==> src/rtl/periph_bus.sv <==
// periph_bus: memory-mapped I/O window at 0x4000_0xxx for the pipelined MIPS core.
// Hosts NUM_TIMERS reload timers (per-channel sub-module), LED/SSD registers,
// an optional free-running SysTick counter and a read-only IRQ status word.
// Reads are registered with one-cycle latency; IRQ/irq_id are combinational.
// Optional feature: define PERIPH_BUS_SYSTICK_EN to build SysTick at 0x40000108;
// otherwise that word reads 0 like any unmapped address.

// One reload timer channel: TH (reload), TL (counter), TCON {status, ie, en}.
module periph_bus_timer (
  input  logic        clk,
  input  logic        reset,
  input  logic        we_th,
  input  logic        we_tl,
  input  logic        we_tcon,
  input  logic [31:0] wdata,
  output logic [31:0] th,
  output logic [31:0] tl,
  output logic [2:0]  tcon
);
  logic cnt_en, wrap, ovf;

  // A CPU write to TH or TL takes priority over this cycle's count/reload.
  assign cnt_en = tcon[0] & ~we_th & ~we_tl;
  assign wrap   = (tl == 32'hFFFF_FFFF);
  assign ovf    = cnt_en & wrap & tcon[1];

  // Counter, reload and status; a same-cycle overflow beats a W1C clear.
  always_ff @(posedge clk) begin
    if (reset) begin
      th   <= '0;
      tl   <= '0;
      tcon <= '0;
    end else begin
      if (we_th) th <= wdata;
      if (we_tl) tl <= wdata;
      else if (cnt_en) tl <= wrap ? th : tl + 32'd1;
      if (we_tcon) tcon[1:0] <= wdata[1:0];
      tcon[2] <= ovf | (tcon[2] & ~(we_tcon & wdata[2]));
    end
  end
endmodule

module periph_bus #(
  parameter int NUM_TIMERS = 2,
  parameter int LED_W      = 8,
  parameter int SSD_W      = 12
) (
  input  logic             clk,
  input  logic             reset,
  input  logic             MemRead,
  input  logic             MemWrite,
  input  logic [31:0]      address,
  input  logic [31:0]      write_data,
  output logic             sel,
  output logic [31:0]      read_data,
  output logic             rd_valid,
  output logic             IRQ,
  output logic [2:0]       irq_id,
  output logic [LED_W-1:0] led,
  output logic [SSD_W-1:0] ssd
);
  logic [NUM_TIMERS-1:0][31:0] th_q, tl_q;
  logic [NUM_TIMERS-1:0][2:0]  tcon_q;
  logic [NUM_TIMERS-1:0]       status;
  logic [NUM_TIMERS-1:0]       we_th, we_tl, we_tcon;
  logic [2:0]  slot, regi;
  logic        tmr_win, misc_win, wr_en, rd_en;
  logic [31:0] rd_mux;
  logic [1:0]  vld_pipe;
  logic        unused_addr;

  assign unused_addr = &{1'b0, address[1:0]};

  assign sel      = (address[31:12] == 20'h40000);
  assign wr_en    = MemWrite & sel;
  assign rd_en    = MemRead & sel;
  // Timer slots occupy 0x000..0x0FF (32 bytes each); misc regs 0x100..0x10F.
  assign tmr_win  = (address[11:8] == 4'h0);
  assign misc_win = (address[11:4] == 8'h10);
  assign slot     = address[7:5];
  assign regi     = address[4:2];

  for (genvar n = 0; n < NUM_TIMERS; n++) begin : g_tmr
    assign we_th[n]   = wr_en & tmr_win & (slot == 3'(n)) & (regi == 3'd0);
    assign we_tl[n]   = wr_en & tmr_win & (slot == 3'(n)) & (regi == 3'd1);
    assign we_tcon[n] = wr_en & tmr_win & (slot == 3'(n)) & (regi == 3'd2);
    assign status[n]  = tcon_q[n][2];

    periph_bus_timer u_tmr (
      .clk     (clk),
      .reset   (reset),
      .we_th   (we_th[n]),
      .we_tl   (we_tl[n]),
      .we_tcon (we_tcon[n]),
      .wdata   (write_data),
      .th      (th_q[n]),
      .tl      (tl_q[n]),
      .tcon    (tcon_q[n])
    );
  end

`ifdef PERIPH_BUS_SYSTICK_EN
  logic [31:0] systick_q;

  // Free-running cycle counter, read-only.
  always_ff @(posedge clk) begin
    if (reset) systick_q <= '0;
    else       systick_q <= systick_q + 32'd1;
  end
`endif

  // LED and SSD registers.
  always_ff @(posedge clk) begin
    if (reset) begin
      led <= '0;
      ssd <= '0;
    end else if (wr_en && misc_win) begin
      if (address[3:2] == 2'd0) led <= write_data[LED_W-1:0];
      if (address[3:2] == 2'd1) ssd <= write_data[SSD_W-1:0];
    end
  end

  // Read mux over pre-edge register state; unmapped words return 0.
  always_comb begin
    rd_mux = '0;
    if (tmr_win) begin
      for (int n = 0; n < NUM_TIMERS; n++) begin
        if (slot == 3'(n)) begin
          case (regi)
            3'd0:    rd_mux = th_q[n];
            3'd1:    rd_mux = tl_q[n];
            3'd2:    rd_mux = {29'd0, tcon_q[n]};
            default: rd_mux = '0;
          endcase
        end
      end
    end else if (misc_win) begin
      case (address[3:2])
        2'd0:    rd_mux[LED_W-1:0] = led;
        2'd1:    rd_mux[SSD_W-1:0] = ssd;
`ifdef PERIPH_BUS_SYSTICK_EN
        2'd2:    rd_mux = systick_q;
`endif
        2'd3:    rd_mux[NUM_TIMERS-1:0] = status;
        default: rd_mux = '0;
      endcase
    end
  end

  assign vld_pipe[0] = rd_en;
  assign rd_valid    = vld_pipe[1];

  // Registered read data; holds until the next accepted read.
  always_ff @(posedge clk) begin
    if (reset) begin
      vld_pipe[1] <= 1'b0;
      read_data   <= '0;
    end else begin
      vld_pipe[1] <= vld_pipe[0];
      if (rd_en) read_data <= rd_mux;
    end
  end

  // Lowest pending channel wins the IRQ ID.
  always_comb begin
    irq_id = '0;
    for (int n = NUM_TIMERS - 1; n >= 0; n--) begin
      if (status[n]) irq_id = 3'(n);
    end
  end

  assign IRQ = |status;
endmodule

==> config.mk <==
export PLATFORM = sky130hd
export DESIGN_NAME = periph_bus
export DESIGN_NICKNAME = d
export VERILOG_FILES = /design/src/rtl/periph_bus.sv
export SDC_FILE = /design/constraint.sdc
export NUM_CORES = 1
export LEC_CHECK = 0
export BUFFER_PORTS_ARGS = -buffer_cell sky130_fd_sc_hd__buf_2
export CORE_MARGIN = 8
export CORE_UTILIZATION = 25
export DETAILED_ROUTE_END_ITERATION = 10
export GPL_ROUTABILITY_DRIVEN = 1
export PLACE_DENSITY = 0.48
export SETUP_SLACK_MARGIN = 0.5
export SLEW_MARGIN = 20
export SYNTH_ARGS = -nofsm -noshare
export SYNTH_HDL_FRONTEND = slang
export SYNTH_HIERARCHICAL = 1
export SYNTH_SLANG_ARGS = --single-unit
export TNS_END_PERCENT = 50
==> constraint.sdc <==
create_clock -name clk -period 4.82 [get_ports clk]
set_input_delay 0.241 -clock clk [delete_from_list [all_inputs] [get_ports clk]]
set_output_delay 0.241 -clock clk [all_outputs]
set_load 0.02 [all_outputs]
==> metrics.txt, run 1 <==
synthesized flop and latch total=187; hold-critical path depth=3; Root Buffer=clkbuf_16; Setup Skew=0.00816 ns; Post-synth EDFFs=0; I/O Pins=126; max-slew violations=0; Final nets=1317; Distinct cells, synth=62; max_cap viols=0; # setup viols final=0; Max Root-Sink Buffers=2; Area Overhead vs Synth=15.4%; Die H=220 um; setup TNS=0 ns; sequential-to-total area share from yosys stat=0.359; hold-fix buffers at CTS=0; reg2reg start=g_tmr[0].u_tmr/tl[0]$_SDFFE_PP0P_; Iter 0 DRT Violations=836; CTS buffer count=17; Rel. slew slack=0.252; fin area=12000 um^2; CP Launch Type=primary input; port buffer count=121; largest family of logic cells by synthesized area=simple AND/OR/NAND/NOR gates; synthesized area=10400 um^2; global route overflow=0; clock net sink count=187; Critical Path Slowest Stage Cell=or4_1; CTS tree=yes; post-synthesis mux area share=0.156; crit share post-route=0.665; Worst path max stage delay=0.73 ns; global-route wire length before repair=56900 um; DR pass1 iterations=5; PwrDens=270 nW/um^2; post-synthesis average cell area=8.67 um^2; Post-DRT Antenna Nets=0; final WL=37300 um; Mapped Cells=1201; layout cells sized above 1=0.163; Synth async-reset ratio=0; buffer count from post-CTS setup fixing=0; Final Hold Viols=0; post-synthesis compound-gate area fraction=0.201; placed cell count=1760; GP Congestion=0.814; initial antenna violation count=2; vias in the first global route=9129; Data arrival, critical path=3.57 ns; synth warn=6; CP cell instances=buf_2, or4_1, or4_4, nor3_1, and3b_2, nand2b_1, nor2b_2, buf_4, a22oi_1, o22ai_1; endpoint type of the worst setup path=flip-flop; Post-Layout Cell Count=1793; Post-Synth Simple-Gate Area=0.211; adder-cell share of the synthesized area=0.00240; Primary FF master, synth=dfxtp_1; Worst Reg-to-Reg Cells=6; Max FO, Critical Path=23; Avg WL per Cell=20.8 um; Initial Utilization=0.254; die width=220 um; status=finished clean; HP Start=MemRead; max frequency=312 MHz; Worst IR Drop VDD=0.000220 V; xor/xnor share of the synthesized area=0.0219; Reg clk slew, reported paths=0.07 ns; r2r endpoint=g_tmr[0].u_tmr/tl[15]$_SDFFE_PP0P_; # DRC=0; Vias per Instance=5.37; all-layer global routing usage=0.152; Die Area=48400 um^2; H-tree level count=4; post-route minimum period=3.20 ns; Min-Delay Path Class=in -> reg; Hold WS=0.0922 ns; FP Rows=74; RSZ-0062 raised after global routing=false; Lkg Pwr=4.13 nW; Endpoint, Worst Hold=rd_valid$_SDFF_PP0_; PostCTS Resize Cnt=0; Skew-Pair Late Insertion Delay=0.46 ns; pin count of the biggest net entering global routing=105; reg2reg setup slack=1.98 ns; critical path data required time=5.19 ns; Post-DP Area=11400 um^2; routed vias=9623; Layout fillers=4381; critical path class=in -> reg; Worst-Margin Slew=1.11 ns; dpl hpwl=25700 um; Core ar.=41000 um^2
## worst max-delay path: cells and delay by family
kind | cells | cell delay, ns
AOI/OAI and AO/OA | 2 | 0.28
and+or+nand+nor | 6 | 2.56
buffers and inverters | 2 | 0.47
## worst max-delay path by stage
stage | from | end | slack, ns | depth (start not counted)
2_1_floorplan | address[26] | g_tmr[1].u_tmr/tl[27]$_SDFFE_PP0P_ | 1.77 | 12
4_1_cts | address[14] | g_tmr[1].u_tmr/tl[8]$_SDFFE_PP0P_ | 1.59 | 11
5_1_grt | address[14] | g_tmr[1].u_tmr/tl[6]$_SDFFE_PP0P_ | 1.35 | 11
3_3_place_gp | address[14] | g_tmr[1].u_tmr/tl[1]$_SDFFE_PP0P_ | 1.15 | 11
6_report | address[26] | g_tmr[1].u_tmr/tl[6]$_SDFFE_PP0P_ | 1.62 | 10
3_5_place_dp | address[14] | g_tmr[1].u_tmr/tl[1]$_SDFFE_PP0P_ | 1.11 | 11
## Yosys cell counts, types with 7 or more instances
library cell / instances / area, um^2
nor3_1: 26 / 130
nor2b_1: 7 / 43.8
nand4_1: 25 / 156
mux2i_1: 160 / 1600
clkbuf_1: 61 / 229
and3_1: 20 / 125
a21oi_1: 57 / 285
dfxtp_1: 187 / 3740
nor2_1: 129 / 484
buf_1: 18 / 67.6
and2_1: 8 / 50.1
o31a_1: 8 / 70.1
buf_2: 24 / 120
o31ai_1: 11 / 82.6
a22oi_1: 64 / 480
o21a_1: 8 / 60.1
o32ai_1: 18 / 158
nand3_1: 45 / 225
nand2_1: 50 / 188
o21ai_0: 29 / 145
xnor2_1: 20 / 175
o22ai_1: 66 / 413
o21ai_1: 9 / 45.0
buf_4: 7 / 52.6
nor4_1: 15 / 93.8
a31oi_1: 9 / 56.3
nand3b_1: 10 / 75.1
and4_1: 18 / 158
## layout by cell type (no fill, tap or decap), types with 14 or more instances in the layout
master | synthesis | routed
nor3_1 | 26 | 22
dfxtp_1 | 187 | 187
a21oi_1 | 57 | 57
xnor2_1 | 20 | 20
and3_1 | 20 | 20
and4_1 | 18 | 18
nor4_1 | 15 | 14
o32ai_1 | 18 | 18
clkbuf_16 | 0 | 17
buf_4 | 7 | 16
buf_2 | 24 | 119
nand2_1 | 50 | 50
a22oi_1 | 64 | 64
nor2_1 | 129 | 129
nand3_1 | 45 | 45
mux2i_1 | 160 | 160
o22ai_1 | 66 | 66
o21ai_0 | 29 | 29
nand4_1 | 25 | 25
## power by group
part           leakage, nW  total, W  internal, W    switching (W)
registers             1.51   0.00154      0.00154  0.0000000000140
logic                 2.33  0.000157    0.0000463         0.000111
clock network        0.293   0.00154     0.000871         0.000668
total                 4.13   0.00324      0.00246         0.000779
## per-layer routing
metal / wire length, um / vias to the layer above / part of all wire / global-route usage
met5: 13 / - / 0.00035 / 0
met4: 404 / 2 / 0.011 / 0.0376
met2: 17600 / 250 / 0.47 / 0.244
met3: 1950 / 23 / 0.052 / 0.0278
met1: 17300 / 4730 / 0.46 / 0.208
li1: - / 4618 / - / -
## cell families after synthesis
family	count (synthesis)
compound gates	308
xor+xnor	26
fa+ha+maj	2
buf+inv	117
flops	187
mux	161
other cells	1
simple gates	399
## state kept, by name, indices dropped and copies added (netlist names)
| name | flops |
|---|---|
| read_data | 32 |
| g_tmr.u_tmr/th | 64 |
| g_tmr.u_tmr/tl | 64 |
| g_tmr.u_tmr/tcon | 6 |
| led | 8 |
| rd_valid | 1 |
| ssd | 12 |
## layout make-up
| cell class | count | area (um^2) | share of cell area |
|---|---|---|---|
| Antenna cell | 1 | 2.50 | 0.000208 |
| Inverter | 6 | 22.5 | 0.00187 |
| Clock buffer | 18 | 429 | 0.0357 |
| Sequential cell | 187 | 3740 | 0.312 |
| Timing Repair Buffer | 137 | 747 | 0.0622 |
| Tap cell | 532 | 666 | 0.0554 |
| Multi-Input combinational cell | 898 | 6210 | 0.517 |
| Clock inverter | 14 | 195 | 0.0162 |
## metrics by stage
| stage | util | power [W] | setup slack, ns |
|---|---|---|---|
| global placement | 0.278 | 0.00174 | 1.15 |
| floorplan | - | 0.00165 | 1.77 |
| finish | 0.293 | 0.00324 | 1.62 |
| CTS | 0.293 | 0.00328 | 1.59 |
| detailed placement | 0.278 | 0.00174 | 1.11 |
| global route | 0.293 | 0.00335 | 1.35 |
Power figures use the tool's default switching activity.
==> inputs of run 2 (changes only) <==
--- a/config.mk
+++ b/config.mk
@@ -10,7 +10,7 @@
 export CORE_UTILIZATION = 25
 export DETAILED_ROUTE_END_ITERATION = 10
 export GPL_ROUTABILITY_DRIVEN = 1
-export PLACE_DENSITY = 0.48
+export PLACE_DENSITY = 0.49
 export SETUP_SLACK_MARGIN = 0.5
 export SLEW_MARGIN = 20
 export SYNTH_ARGS = -nofsm -noshare
==> constraint.sdc (replaced) <==
create_clock -name clk -period 2.75 [get_ports clk]
set_input_delay 0.1375 -clock clk [delete_from_list [all_inputs] [get_ports clk]]
set_output_delay 0.1375 -clock clk [all_outputs]
set_load 0.02 [all_outputs]
==> metrics.txt, run 2 (synthesis results as in run 1) <==
Seq pwr share=0.459; endpoint type of the worst setup path=flip-flop; Root Buffer=clkbuf_16; Max Root-Sink Buffers=2; CP Launch Type=primary input; Iter 0 DRT Violations=723; Antenna Cells=0; switching share of total power=0.237; Design Power=0.00590 W; global-route wire length before repair=59400 um; wire length on met2=18400 um; # setup viols final=0; Min-Delay Path Class=in -> reg; Post-Layout Cell Count=1866; Final Core Density=0.320; crit share post-route=0.839; FP Rows=74; commonest cells after routing, fill and taps aside=dfxtp_1, mux2i_1, nor2_1; RSZ-0062 raised after global routing=true; H-tree level count=4; metal3 WL=1800 um; Lkg Pwr=4.68 nW; setup slack at placement=-0.218 ns; initial antenna violation count=3; global route overflow=0; port buffer count=121; Post-DP Area=12000 um^2; Die H=220 um; clock net sink count=187; WL met1=18200 um; critical path data required time=3.10 ns; reg2reg start=g_tmr[0].u_tmr/tl[16]$_SDFFE_PP0P_; max_cap viols=0; status=finished clean; dpl hpwl=28100 um; # DRC=0; DR pass1 iterations=6; Area Overhead vs Synth=26.1%; Core ar.=41000 um^2; HP Start=write_data[23]; Final nets=1391; Die Area=48400 um^2; pin count of the biggest net entering global routing=75; PwrDens=449 nW/um^2; Final Hold Viols=0; Reg clk slew, reported paths=0.07 ns; Worst Reg-to-Reg Cells=6; Top Registers=g_tmr.u_tmr/th (64), g_tmr.u_tmr/tl (64), read_data (32); Data arrival, critical path=2.65 ns; commonest non-fill, non-tap cell in the layout=dfxtp_1; Worst IR Drop VDD=0.000458 V; final WL=39200 um; Endpoint, Worst Hold=g_tmr[1].u_tmr/th[23]$_SDFFE_PP0P_; Initial Utilization=0.254; critical path class=in -> reg; Post-DRT Antenna Nets=0; Skew-Pair Late Insertion Delay=0.46 ns; Layout fillers=4322; hold-critical path depth=3; GP Congestion=0.848; die width=220 um; max layer used=met5; Net Sw Power=0.00139 W; post-route minimum period=2.31 ns; placed cell count=1819; layout cells sized above 1=0.247; Clock power frac=0.488; all-layer global routing usage=0.159; reg2reg setup slack=0.53 ns; routed vias=9985; max frequency=434 MHz; I/O Pins=126; r2r endpoint=g_tmr[0].u_tmr/tl[1]$_SDFFE_PP0P_; CTS buffer count=17; vias in the first global route=9609; max-slew violations=0; Vias per Instance=5.35; fin area=13100 um^2; Setup Skew=0.00885 ns; Rel. slew slack=0.370; Comb power frac=0.053; Avg WL per Cell=21.0 um; Max FO, Critical Path=14; Worst-Margin Slew=0.945 ns; CTS tree=yes; setup slack after layout=0.444 ns; P_int=0.00450 W
run 2: metal layers:
layer  global-route usage  vias up
met5                    0        -
met4               0.0490        4
met3               0.0270       57
met2                0.257      253
met1                0.214     4906
li1                     -     4765
run 2: what timing repair did:
action	in CTS	in global routing
hold endpoints to repair	5	0
cloned	0	1
pin swaps	4	16
resized for setup	11	52
buffers inserted	3	8
hold buffers	3	0
endpoints found under the setup margin	92	105
run 2: worst max path at each step:
| stage | start | end | slack [ns] | depth (start not counted) |
|---|---|---|---|---|
| floorplan | address[26] | g_tmr[1].u_tmr/tl[27]$_SDFFE_PP0P_ | 0.21 | 12 |
| global placement | address[30] | g_tmr[1].u_tmr/tl[30]$_SDFFE_PP0P_ | -0.27 | 11 |
| detailed placement | address[13] | g_tmr[1].u_tmr/tl[5]$_SDFFE_PP0P_ | -0.22 | 11 |
| CTS | address[22] | g_tmr[1].u_tmr/tl[25]$_SDFFE_PP0P_ | 0.52 | 13 |
| global route | address[22] | g_tmr[0].u_tmr/tl[27]$_SDFFE_PP0P_ | 0.31 | 13 |
| finish | address[18] | g_tmr[1].u_tmr/tl[27]$_SDFFE_PP0P_ | 0.44 | 13 |
run 2: through the flow:
stage	hold slack, ns	setup TNS [ns]
final	0.0332	0
after global routing	0.0205	0
after CTS	0.00312	0
after detailed placement	0.443	-6.80
after global placement	0.438	-9.97
after floorplan	0.281	0
run 2: cell type report:
| type | instances | area (um^2) | area share |
|---|---|---|---|
| Clock buffer | 20 | 467 | 0.0355 |
| Multi-Input combinational cell | 898 | 6540 | 0.498 |
| Tap cell | 532 | 666 | 0.0507 |
| Inverter | 6 | 22.5 | 0.00172 |
| Sequential cell | 187 | 3750 | 0.285 |
| Clock inverter | 12 | 208 | 0.0158 |
| Timing Repair Buffer | 211 | 1480 | 0.113 |
run 2: power groups by stage:
stage / clock (W) / sequential, W / combinational, W
2_1_floorplan: 0 / 0.00277 / 0.000132
3_3_place_gp: 0 / 0.00277 / 0.000292
3_5_place_dp: 0 / 0.00277 / 0.000293
4_1_cts: 0.00294 / 0.00270 / 0.000299
5_1_grt: 0.00304 / 0.00270 / 0.000327
6_report: 0.00288 / 0.00271 / 0.000312
run 2: critical path, stage by stage:
cell,delay (ns)
buf_6,0.09
nor4b_2,0.26
buf_4,0.15
nand4_1,0.17
or4_4,0.64
nand2b_4,0.19
nor3b_4,0.24
buf_12,0.15
nor2b_4,0.05
buf_12,0.14
a22oi_1,0.13
o22ai_1,0.09
o21bai_1,0.19
==> inputs of run 3 (changes only) <==
--- a/config.mk
+++ b/config.mk
@@ -5,6 +5,7 @@
 export SDC_FILE = /design/constraint.sdc
 export NUM_CORES = 1
 export LEC_CHECK = 0
+export ABC_AREA = 1
 export BUFFER_PORTS_ARGS = -buffer_cell sky130_fd_sc_hd__buf_2
 export CORE_MARGIN = 8
 export CORE_UTILIZATION = 25
==> constraint.sdc (replaced) <==
create_clock -name clk -period 1.95 [get_ports clk]
set_input_delay 0.0975 -clock clk [delete_from_list [all_inputs] [get_ports clk]]
set_output_delay 0.0975 -clock clk [all_outputs]
set_load 0.02 [all_outputs]
==> metrics.txt, run 3 <==
status=finished clean; RSZ-0062 raised after global routing=true; Antenna Cells=0; Worst IR Drop VDD=0.000542 V; Final Core Density=0.342; # setup viols final=0; P_int=0.00567 W; Initial Utilization=0.254; Die H=236 um; synthesized flop and latch total=187; Distinct cells, synth=31; Top Registers=g_tmr.u_tmr/th (64), g_tmr.u_tmr/tl (64), read_data (32); Worst-Margin Slew=0.641 ns; global-route wire length before repair=76800 um; die width=236 um; layout cells sized above 1=0.233; synthesized area=12100 um^2; Reg clk slew, reported paths=0.08 ns; max frequency=581 MHz; Critical Path Slowest Stage Cell=dfxtp_2; Skew-Pair Late Insertion Delay=0.48 ns; Net Sw Power=0.00219 W; PwrDens=481 nW/um^2; Worst path max stage delay=0.37 ns; critical path class=reg -> reg; Synth async-reset ratio=0; Vias per Instance=4.79; # DRC=0; DR pass1 iterations=5; post-synthesis average cell area=5.97 um^2; critical path data required time=2.35 ns; Root Buffer=clkbuf_16; Iter 0 DRT Violations=1058; most frequent cell after synthesis=nand2_1; Post-synth EDFFs=0; Seq pwr share=0.484; initial antenna violation count=0; Core ar.=47800 um^2; Primary FF master, synth=dfxtp_1; vias in the first global route=13000; I/O Pins=126; Area Overhead vs Synth=34.8%; H-tree level count=4; setup slack at placement=-0.258 ns; dpl hpwl=35100 um; switching share of total power=0.279; area leader, netlist=dfxtp_1; Post-synth top cells=nand2_1, inv_1, dfxtp_1; Post-DP Area=14000 um^2; Synth area leaders=dfxtp_1, nand2_1, inv_1; CP Launch Type=flip-flop; Rel. slew slack=0.572; Post-DRT Antenna Nets=0; clock net sink count=187; GP Congestion=0.856; Clock power frac=0.453; max-slew violations=0; commonest cells after routing, fill and taps aside=nand2_1, inv_1, dfxtp_1; Mapped Cells=2033; routed vias=13900; Data arrival, critical path=2.12 ns; setup TNS=0 ns; Comb power frac=0.063; setup slack after layout=0.228 ns; Final Hold Viols=0; Die Area=55900 um^2; crit share post-route=0.883; CP cell instances=ha_4, nand2_4, nor2_4, nand2_4, nor2_8, buf_6, buf_8, nand2_8, nand3_2, nand3_1, a21oi_2; final WL=51500 um; post-synth top area share=0.308; Hold WS=0.0518 ns; Final nets=2338; global route overflow=0; Lkg Pwr=6.74 nW; endpoint type of the worst setup path=flip-flop; max_cap viols=0; Setup Skew=0.0159 ns; synth warn=6; FP Rows=80; CTS tree=yes; sequential-to-total area share from yosys stat=0.308; CP most frequent cell=nand2_4; Worst path top cell family by delay=simple AND/OR/NAND/NOR gates; Avg WL per Cell=17.8 um; post-route minimum period=1.72 ns; Max Root-Sink Buffers=2; Max FO, Critical Path=8; all-layer global routing usage=0.174; Min-Delay Path Class=in -> reg; fin area=16400 um^2; port buffer count=121; CTS buffer count=17; commonest non-fill, non-tap cell in the layout=nand2_1; Worst Path Buf+Inv=2; pin count of the biggest net entering global routing=98
[run 3: power by group through the flow]
stage                     logic [W]  clock network (W)  registers [W]
after detailed placement   0.000422                  0        0.00390
after global placement     0.000423                  0        0.00390
after floorplan            0.000180                  0        0.00390
final                      0.000496            0.00356        0.00381
after CTS                  0.000476            0.00365        0.00381
after global routing       0.000522            0.00377        0.00381
[run 3: per-stage QoR]
step,instances,power (W)
floorplan,2034,0.00408
global placement,2767,0.00433
detailed placement,2767,0.00433
CTS,2872,0.00794
global route,2896,0.00810
finish,2896,0.00787
[run 3: path summary, 6_finish.rpt]
check                               startpoint                            endpoint  slack (ns)  cells past startpoint
max reg2reg  g_tmr[0].u_tmr/tl[1]$_SDFFE_PP0P_  g_tmr[0].u_tmr/tl[12]$_SDFFE_PP0P_        0.23                     11
min                                      reset   g_tmr[0].u_tmr/tl[0]$_SDFFE_PP0P_        0.05                      2
max          g_tmr[0].u_tmr/tl[1]$_SDFFE_PP0P_  g_tmr[0].u_tmr/tl[12]$_SDFFE_PP0P_        0.23                     11
min reg2reg         read_data[15]$_SDFFE_PP0P_          read_data[15]$_SDFFE_PP0P_        0.46                      2
[run 3: cells by family after synthesis]
kind of cell               count (synthesis)  share of synthesized area
other                                      1                   0.000309
DFF                                      187                      0.308
AOI/OAI and AO/OA                        261                      0.116
and+or+nand+nor                         1236                      0.449
buffers and inverters                    338                      0.118
xor gates and xnor gates                   8                    0.00577
adders and majority gates                  2                    0.00206
[run 3: repair_timing]
action / 4_1_cts / 5_1_grt
pin swaps: 52 / 56
endpoints found under the hold margin: 75 / 0
hold buffers: 33 / 0
cloned: 10 / 7
endpoints found under the setup margin: 127 / 140
resized for setup: 115 / 97
buffers inserted: 30 / 17
[run 3: layout make-up]
| cell class | instances | area [um^2] |
|---|---|---|
| flip-flops and latches | 187 | 3800 |
| clock inverters | 13 | 125 |
| multi-input cells | 1515 | 7660 |
| inverters | 234 | 893 |
| fillers | 5233 | 31500 |
| well taps | 615 | 769 |
| repair buffers | 313 | 2680 |
| clock buffers | 19 | 443 |
[run 3: worst register-to-register path: stages (launching register included)]
cell,delay (ns)
dfxtp_2,0.37
ha_4,0.16
nand2_4,0.06
nor2_4,0.13
nand2_4,0.11
nor2_8,0.11
buf_6,0.13
buf_8,0.13
nand2_8,0.11
nand3_2,0.09
nand3_1,0.09
a21oi_2,0.15
[run 3: routing by layer]
layer  track usage  routed length (um)
met5             0                   0
met2         0.292               24500
met4        0.0592                1450
met3        0.0201                2680
met1         0.228               22800
